### src/rtl/pc_unit_if.sv
// ---------------------------------------------------------------------------
// pc_unit_if -- signal bundle between the program-counter unit and its
// surrounding pipeline (hazard unit, branch resolution, trap logic, fetch).
//
// Parameter:
//   XLEN            PC width in bits
//
// Signals (pipeline -> pc_unit):
//   pcWrite         0 stalls sequential advance
//   branchTaken     redirect to branchTarget
//   branchTarget    branch/jump destination
//   trapReq         enter trap handler
//   mretReq         return from trap to epcOut
//   haltReq         request halt
//   resume          leave halt
//
// Signals (pc_unit -> pipeline):
//   pcOut           current fetch address (registered)
//   pcPlus          pcOut + INSTR_BYTES (combinational)
//   pcValid         pcOut is a valid fetch address this cycle
//   halted          unit is halted
//   epcOut          captured trap return address
//   misalignedFault one-cycle pulse on a rejected misaligned redirect
//
// Modports:
//   master          pipeline side (drives requests, observes the PC)
//   slave           pc_unit side
// ---------------------------------------------------------------------------
interface pc_unit_if #(
    parameter int XLEN = 32
);
    logic            pcWrite;
    logic            branchTaken;
    logic [XLEN-1:0] branchTarget;
    logic            trapReq;
    logic            mretReq;
    logic            haltReq;
    logic            resume;

    logic [XLEN-1:0] pcOut;
    logic [XLEN-1:0] pcPlus;
    logic            pcValid;
    logic            halted;
    logic [XLEN-1:0] epcOut;
    logic            misalignedFault;

    modport master (
        output pcWrite,
        output branchTaken,
        output branchTarget,
        output trapReq,
        output mretReq,
        output haltReq,
        output resume,
        input  pcOut,
        input  pcPlus,
        input  pcValid,
        input  halted,
        input  epcOut,
        input  misalignedFault
    );

    modport slave (
        input  pcWrite,
        input  branchTaken,
        input  branchTarget,
        input  trapReq,
        input  mretReq,
        input  haltReq,
        input  resume,
        output pcOut,
        output pcPlus,
        output pcValid,
        output halted,
        output epcOut,
        output misalignedFault
    );
endinterface

### src/rtl/pc_unit.sv
// ---------------------------------------------------------------------------
// pc_unit -- program counter with sequential advance, branch/jump redirect,
// trap entry/return and a halt state.
//
// Parameters:
//   XLEN          PC width in bits (>= 8)
//   RESET_VECTOR  PC loaded by reset
//   TRAP_VECTOR   PC loaded on trap entry (and on a rejected misaligned
//                 redirect when alignment checking is enabled)
//   INSTR_BYTES   sequential PC increment
//
// Ports:
//   clk           clock, all state changes on the rising edge
//   rst           synchronous active-high reset, dominates everything
//   bus           pc_unit_if.slave bundle (requests in, PC/status out)
//
// Build option:
//   PC_ALIGN_CHECK_EN  when defined, a branch or mret target with
//                      bits[1:0] != 0 is not loaded; the unit jumps to
//                      TRAP_VECTOR, epcOut captures the offending target
//                      and misalignedFault pulses for one cycle.
//                      When undefined, redirect targets have bits[1:0]
//                      cleared and misalignedFault is tied low.
//
// FSM states:
//   state | meaning
//   BOOT  | one cycle after reset, pcOut = RESET_VECTOR, requests ignored
//   RUN   | fetching; pcValid = 1; trap/mret/branch/halt/advance handled
//   HALT  | pcOut frozen; only trapReq and resume are honoured
// ---------------------------------------------------------------------------
module pc_unit #(
    parameter int              XLEN         = 32,
    parameter logic [XLEN-1:0] RESET_VECTOR = '0,
    parameter logic [XLEN-1:0] TRAP_VECTOR  = 'h100,
    parameter int              INSTR_BYTES  = 4
) (
    input  logic      clk,
    input  logic      rst,
    pc_unit_if.slave  bus
);

    typedef enum logic [1:0] {
        BOOT = 2'd0,
        RUN  = 2'd1,
        HALT = 2'd2
    } state_t;

    state_t          state_q, state_d;
    logic [XLEN-1:0] pc_q, pc_d;
    logic [XLEN-1:0] epc_q, epc_d;
    logic [XLEN-1:0] pc_plus;
    logic [XLEN-1:0] redir_target;

    // Wraps modulo 2^XLEN by truncation.
    assign pc_plus = pc_q + XLEN'(INSTR_BYTES);

    // mret outranks branch, so its target wins when both are requested.
    assign redir_target = bus.mretReq ? epc_q : bus.branchTarget;

`ifdef PC_ALIGN_CHECK_EN
    logic fault_q, fault_d;
    logic redir_misaligned;

    assign redir_misaligned = (redir_target[1:0] != 2'b00);
`endif

    // -----------------------------------------------------------------------
    // Next-state / next-PC logic
    // -----------------------------------------------------------------------
    always_comb begin
        state_d = state_q;
        pc_d    = pc_q;
        epc_d   = epc_q;
`ifdef PC_ALIGN_CHECK_EN
        fault_d = 1'b0;
`endif

        case (state_q)
            BOOT: begin
                state_d = RUN;
                pc_d    = RESET_VECTOR;
            end

            RUN: begin
                if (bus.trapReq) begin
                    pc_d  = TRAP_VECTOR;
                    epc_d = pc_q;
                end else if (bus.mretReq || bus.branchTaken) begin
`ifdef PC_ALIGN_CHECK_EN
                    if (redir_misaligned) begin
                        // Misaligned target is turned into a trap; the
                        // handler sees the bad target in epcOut.
                        pc_d    = TRAP_VECTOR;
                        epc_d   = redir_target;
                        fault_d = 1'b1;
                    end else begin
                        pc_d = redir_target;
                    end
`else
                    pc_d = redir_target & ~XLEN'(3);
`endif
                end else if (bus.haltReq) begin
                    // PC holds; halt is only entered when no redirect is
                    // pending in the same cycle.
                    state_d = HALT;
                end else if (bus.pcWrite) begin
                    pc_d = pc_plus;
                end
            end

            HALT: begin
                if (bus.trapReq) begin
                    state_d = RUN;
                    pc_d    = TRAP_VECTOR;
                    epc_d   = pc_q;
                end else if (bus.resume) begin
                    state_d = RUN;
                end
            end

            default: begin
                state_d = BOOT;
                pc_d    = RESET_VECTOR;
            end
        endcase
    end

    // -----------------------------------------------------------------------
    // State registers
    // -----------------------------------------------------------------------
    always_ff @(posedge clk) begin
        if (rst) begin
            state_q <= BOOT;
            pc_q    <= RESET_VECTOR;
            epc_q   <= '0;
        end else begin
            state_q <= state_d;
            pc_q    <= pc_d;
            epc_q   <= epc_d;
        end
    end

`ifdef PC_ALIGN_CHECK_EN
    always_ff @(posedge clk) begin
        if (rst) begin
            fault_q <= 1'b0;
        end else begin
            fault_q <= fault_d;
        end
    end

    assign bus.misalignedFault = fault_q;
`else
    assign bus.misalignedFault = 1'b0;
`endif

    // -----------------------------------------------------------------------
    // Outputs
    // -----------------------------------------------------------------------
    assign bus.pcOut   = pc_q;
    assign bus.pcPlus  = pc_plus;
    assign bus.epcOut  = epc_q;
    assign bus.pcValid = (state_q == RUN);
    assign bus.halted  = (state_q == HALT);

endmodule

### src/flat_wrapper.sv
// flat-port wrapper written by rule: the top's interface ports become plain ports
module pc_unit_flat 
#(
    parameter int              XLEN         = 32,
    parameter logic [XLEN-1:0] RESET_VECTOR = '0,
    parameter logic [XLEN-1:0] TRAP_VECTOR  = 'h100,
    parameter int              INSTR_BYTES  = 4
)
  (clk, rst, bus_pcWrite, bus_branchTaken, bus_branchTarget, bus_trapReq, bus_mretReq, bus_haltReq, bus_resume, bus_pcOut, bus_pcPlus, bus_pcValid, bus_halted, bus_epcOut, bus_misalignedFault);
  pc_unit_if #(.XLEN(XLEN)) bus_i ();
  input  logic clk;
  input  logic rst;
  input wire logic [$bits(bus_i.pcWrite)-1:0] bus_pcWrite;
  input wire logic [$bits(bus_i.branchTaken)-1:0] bus_branchTaken;
  input wire logic [$bits(bus_i.branchTarget)-1:0] bus_branchTarget;
  input wire logic [$bits(bus_i.trapReq)-1:0] bus_trapReq;
  input wire logic [$bits(bus_i.mretReq)-1:0] bus_mretReq;
  input wire logic [$bits(bus_i.haltReq)-1:0] bus_haltReq;
  input wire logic [$bits(bus_i.resume)-1:0] bus_resume;
  output wire logic [$bits(bus_i.pcOut)-1:0] bus_pcOut;
  output wire logic [$bits(bus_i.pcPlus)-1:0] bus_pcPlus;
  output wire logic [$bits(bus_i.pcValid)-1:0] bus_pcValid;
  output wire logic [$bits(bus_i.halted)-1:0] bus_halted;
  output wire logic [$bits(bus_i.epcOut)-1:0] bus_epcOut;
  output wire logic [$bits(bus_i.misalignedFault)-1:0] bus_misalignedFault;
  assign bus_i.pcWrite = bus_pcWrite;
  assign bus_i.branchTaken = bus_branchTaken;
  assign bus_i.branchTarget = bus_branchTarget;
  assign bus_i.trapReq = bus_trapReq;
  assign bus_i.mretReq = bus_mretReq;
  assign bus_i.haltReq = bus_haltReq;
  assign bus_i.resume = bus_resume;
  assign bus_pcOut = bus_i.pcOut;
  assign bus_pcPlus = bus_i.pcPlus;
  assign bus_pcValid = bus_i.pcValid;
  assign bus_halted = bus_i.halted;
  assign bus_epcOut = bus_i.epcOut;
  assign bus_misalignedFault = bus_i.misalignedFault;
  pc_unit #(.XLEN(XLEN), .RESET_VECTOR(RESET_VECTOR), .TRAP_VECTOR(TRAP_VECTOR), .INSTR_BYTES(INSTR_BYTES)) u_core (.clk(clk), .rst(rst), .bus(bus_i));
endmodule
### config.mk
export PLATFORM = sky130hd
export DESIGN_NAME = pc_unit_flat
export DESIGN_NICKNAME = d
export VERILOG_FILES = /design/src/rtl/pc_unit_if.sv /design/src/rtl/pc_unit.sv /design/src/flat_wrapper.sv
export SDC_FILE = /design/constraint.sdc
export NUM_CORES = 1
export LEC_CHECK = 0
export BUFFER_PORTS_ARGS = -buffer_cell sky130_fd_sc_hd__buf_2
export CAP_MARGIN = 10
export CORE_ASPECT_RATIO = 0.9
export CORE_MARGIN = 1.5
export CORE_UTILIZATION = 56
export CTS_BUF_LIST = sky130_fd_sc_hd__clkbuf_2 sky130_fd_sc_hd__clkbuf_4 sky130_fd_sc_hd__clkbuf_8
export DETAILED_ROUTE_END_ITERATION = 10
export PLACE_DENSITY = 0.91
export SLEW_MARGIN = 15
export SYNTH_ARGS = -nofsm -noshare
export SYNTH_HDL_FRONTEND = slang
export SYNTH_SLANG_ARGS = --single-unit
### constraint.sdc
create_clock -name clk -period 3.5 [get_ports clk]
set_input_delay 0.175 -clock clk [delete_from_list [all_inputs] [get_ports clk]]
set_output_delay 0.175 -clock clk [all_outputs]
set_load 0.02 [all_outputs]
==> metrics.yaml <==
run_status:
  outcome: "completed"
hold_path:
  hold_path_depth: 3
  worstHoldEndpoint: "u_core.bus.pcOut[26]$_SDFFE_PP0P_"
  min_from: "bus_branchTarget[26]"
  hp-class: "primary input to flop"
synthesis:
  synthesis.area_um2: 3870
  ys_async_sr_fraction_pct: 0
  syn_inst: 514
  synth-main-ff-cell: "dfxtp_1"
  synth_cell_types: 64
  synth_warnings: 0
  ys_ff_latch: 62
  avgSynthCellArea_um2: 7.53
  seq_area_frac_synth_pct: 32.1
  synth_enable_flop_cells: 0
setup_path:
  reg2reg_slack_ps: 840
  worstPathRequired_ps: 3320
  critPathMaxFanout: 13
  end_kind: "output port"
  crit_type: "flop to output port"
  rr_startpoint: "u_core.state_q[0]$_SDFFE_PP0P_"
  cp.arrival_ps: 2620
  r2r_end: "u_core.bus.pcOut[21]$_SDFFE_PP0P_"
  start_kind: "flop"
  reg2reg_depth: 6
global_route:
  grt_overflow: 0
  grt_max_degree: 49
  grt_usage_pct: 31.2
  grt_pass1_wl_um: 18200
  grt_pass1_vias: 3816
  antenna_found_initial: 0
sta:
  setup_tns_ps: 0
  slew_headroom_pct: 35.5
  worst_hold_slack_ps: 118
  max_freq_mhz: 358
  finalSetupViolations: 0
  hold_viol_final: 0
  rsz0062_at_grt: "false"
  worst_slack_ps: 706
  fin_skew_ps: 9.99
  fin_crit_sh_pct: 79.8
  drv_slew: 0
  post-route-min-period_ps: 2790
  worstMarginPinSlew_ps: 965
cells_and_area:
  seq_area_um2: 1240
  multi_input_area_um2: 2330
  finalNetCount: 652
  mostFrequentLayoutCells: "buf_2, nand2_1, dfxtp_1"
  drive_above_1_share_pct: 27.6
  fill_cells: 552
  area_growth_pct: 18.2
  final_core_utilization_pct: 69.1
  antennaDiodeCount: 0
  layout_commonest_cell: "buf_2"
clocking:
  cts-root-buf: "clkbuf_8"
  holdBufCountCts: 0
  clkTransAtPathRegs_ps: 70
  cts_buffers: 9
  cts-resized-gates: 0
  clkLatencyLatePin_ps: 360
  cts_setup_buffers: 0
  cts_sinks: 62
  cts_tree: "done"
  cts_buffer_depth: 2
  htree_levels: 3
drt:
  drt-pass1-iter-count: 5
  drt_wl_total_um: 11600
  ant_nets: 0
  post_drt_wl_per_cell_um: 16.6
  drcViolationCount: 0
  drt-initial-drc-count: 422
  viasPerCell: 6.09
  via_count: 4278
placement:
  routabilityCongestion: 0.922
  dp_worst_setup_slack_ps: 1090
  io_buffers: 129
  place_hpwl_um: 8000
floorplanning:
  core-area_um2: 6620
  start_util_pct: 58.5
  die_w_um: 90.7
  ios: 139
  dieArea_um2: 7420
  rows: 28
  die_y_um: 81.9
flow_run:
  maxCapViolCount: 0
pwr:
  leakagePower_nw: 2.01
  power.density_nw_per_um2: 321
  ir_worst_vdd_uv: 182
sequential cells by signal, summed over array words and instances, names as in the netlist:
| signal | count |
|---|---|
| u_core.bus.epcOut | 30 |
| u_core.bus.pcOut | 30 |
| u_core.state_q | 2 |
final cells by class:
class / instances / share of cell area (%)
Timing Repair Buffer: 134 / 14.9
Sequential cell: 62 / 27.1
Clock buffer: 10 / 3.01
Clock inverter: 6 / 0.820
Tap cell: 90 / 2.46
Multi-Input combinational cell: 390 / 50.8
Inverter: 10 / 0.820
per-layer routing:
layer  share of wire [%]  vias up  global-route usage [%]
li1                    -     1985                       -
met1                  42     1999                    38.4
met2                  46      268                    52.7
met3                 9.8       26                    6.57
met4                 2.2        0                    14.9
met5                   0        -                       0
cell usage after synthesis, drive strengths merged (6+ instances only):
master | number | share of area (%)
a21oi | 50 | 6.6
xor2 | 14 | 3.2
o21ai | 31 | 4.0
nor3 | 17 | 2.6
nor2 | 34 | 3.4
inv | 10 | 0.97
nand4 | 10 | 1.9
xnor2 | 14 | 3.2
buf | 28 | 4.7
nor4 | 9 | 2.6
nand3 | 17 | 2.5
nand2 | 91 | 8.8
a22oi | 11 | 2.1
a22o | 6 | 1.4
clkbuf | 30 | 3.0
mux2i | 7 | 1.8
dfxtp | 62 | 32
how the worst max path moves through the flow:
stage                                                start                           endpoint  slack [ps]  cells past startpoint
after global routing      u_core.bus.pcOut[2]$_SDFFE_PP0P_                     bus_pcPlus[30]         550                      7
after detailed placement    u_core.state_q[0]$_SDFFE_PP0P_  u_core.bus.pcOut[21]$_SDFFE_PP0P_        1090                      6
after global placement                     bus_branchTaken  u_core.bus.pcOut[19]$_SDFFE_PP0P_        1120                      6
after floorplan           u_core.bus.pcOut[2]$_SDFFE_PP0P_                     bus_pcPlus[26]        1230                      6
after CTS                 u_core.bus.pcOut[2]$_SDFFE_PP0P_                     bus_pcPlus[30]         730                      7
final                     u_core.bus.pcOut[2]$_SDFFE_PP0P_                     bus_pcPlus[30]         710                      7
kinds of logic after synthesis:
family	Yosys count	share of synthesized area (%)
compound gates	138	22.5
xor+xnor	28	6.33
mux	7	1.81
simple gates	205	26.8
flops	62	32.1
fa+ha+maj	5	1.62
buf+inv	68	8.72
other cells	1	0.0968
worst max-delay path: stages, from the launching register on:
cell and delay (ps):
dfxtp_1 480, ha_1 300, and4_1 360, nand4_1 120, buf_4 210, nor4_2 330, xor2_1 260, buf_2 210
stage by stage:
step / cells / instance area [um2] / power, mW
2_1_floorplan: 520 / 3890 / 0.857
3_3_place_gp: 686 / 4400 / 0.902
3_5_place_dp: 686 / 4400 / 0.906
4_1_cts: 702 / 4570 / 1.46
5_1_grt: 702 / 4580 / 1.51
6_report: 702 / 4580 / 1.47
power by group:
part | total (mW) | internal, mW | leakage (nW) | switching (mW)
Combinational | 0.176 | 0.0522 | 1.43 | 0.124
Clock | 0.576 | 0.272 | 0.0841 | 0.304
Sequential | 0.719 | 0.710 | 0.500 | 0.00855
Total | 1.47 | 1.03 | 2.01 | 0.436
Note: power is estimated with default switching activity, not from simulation.
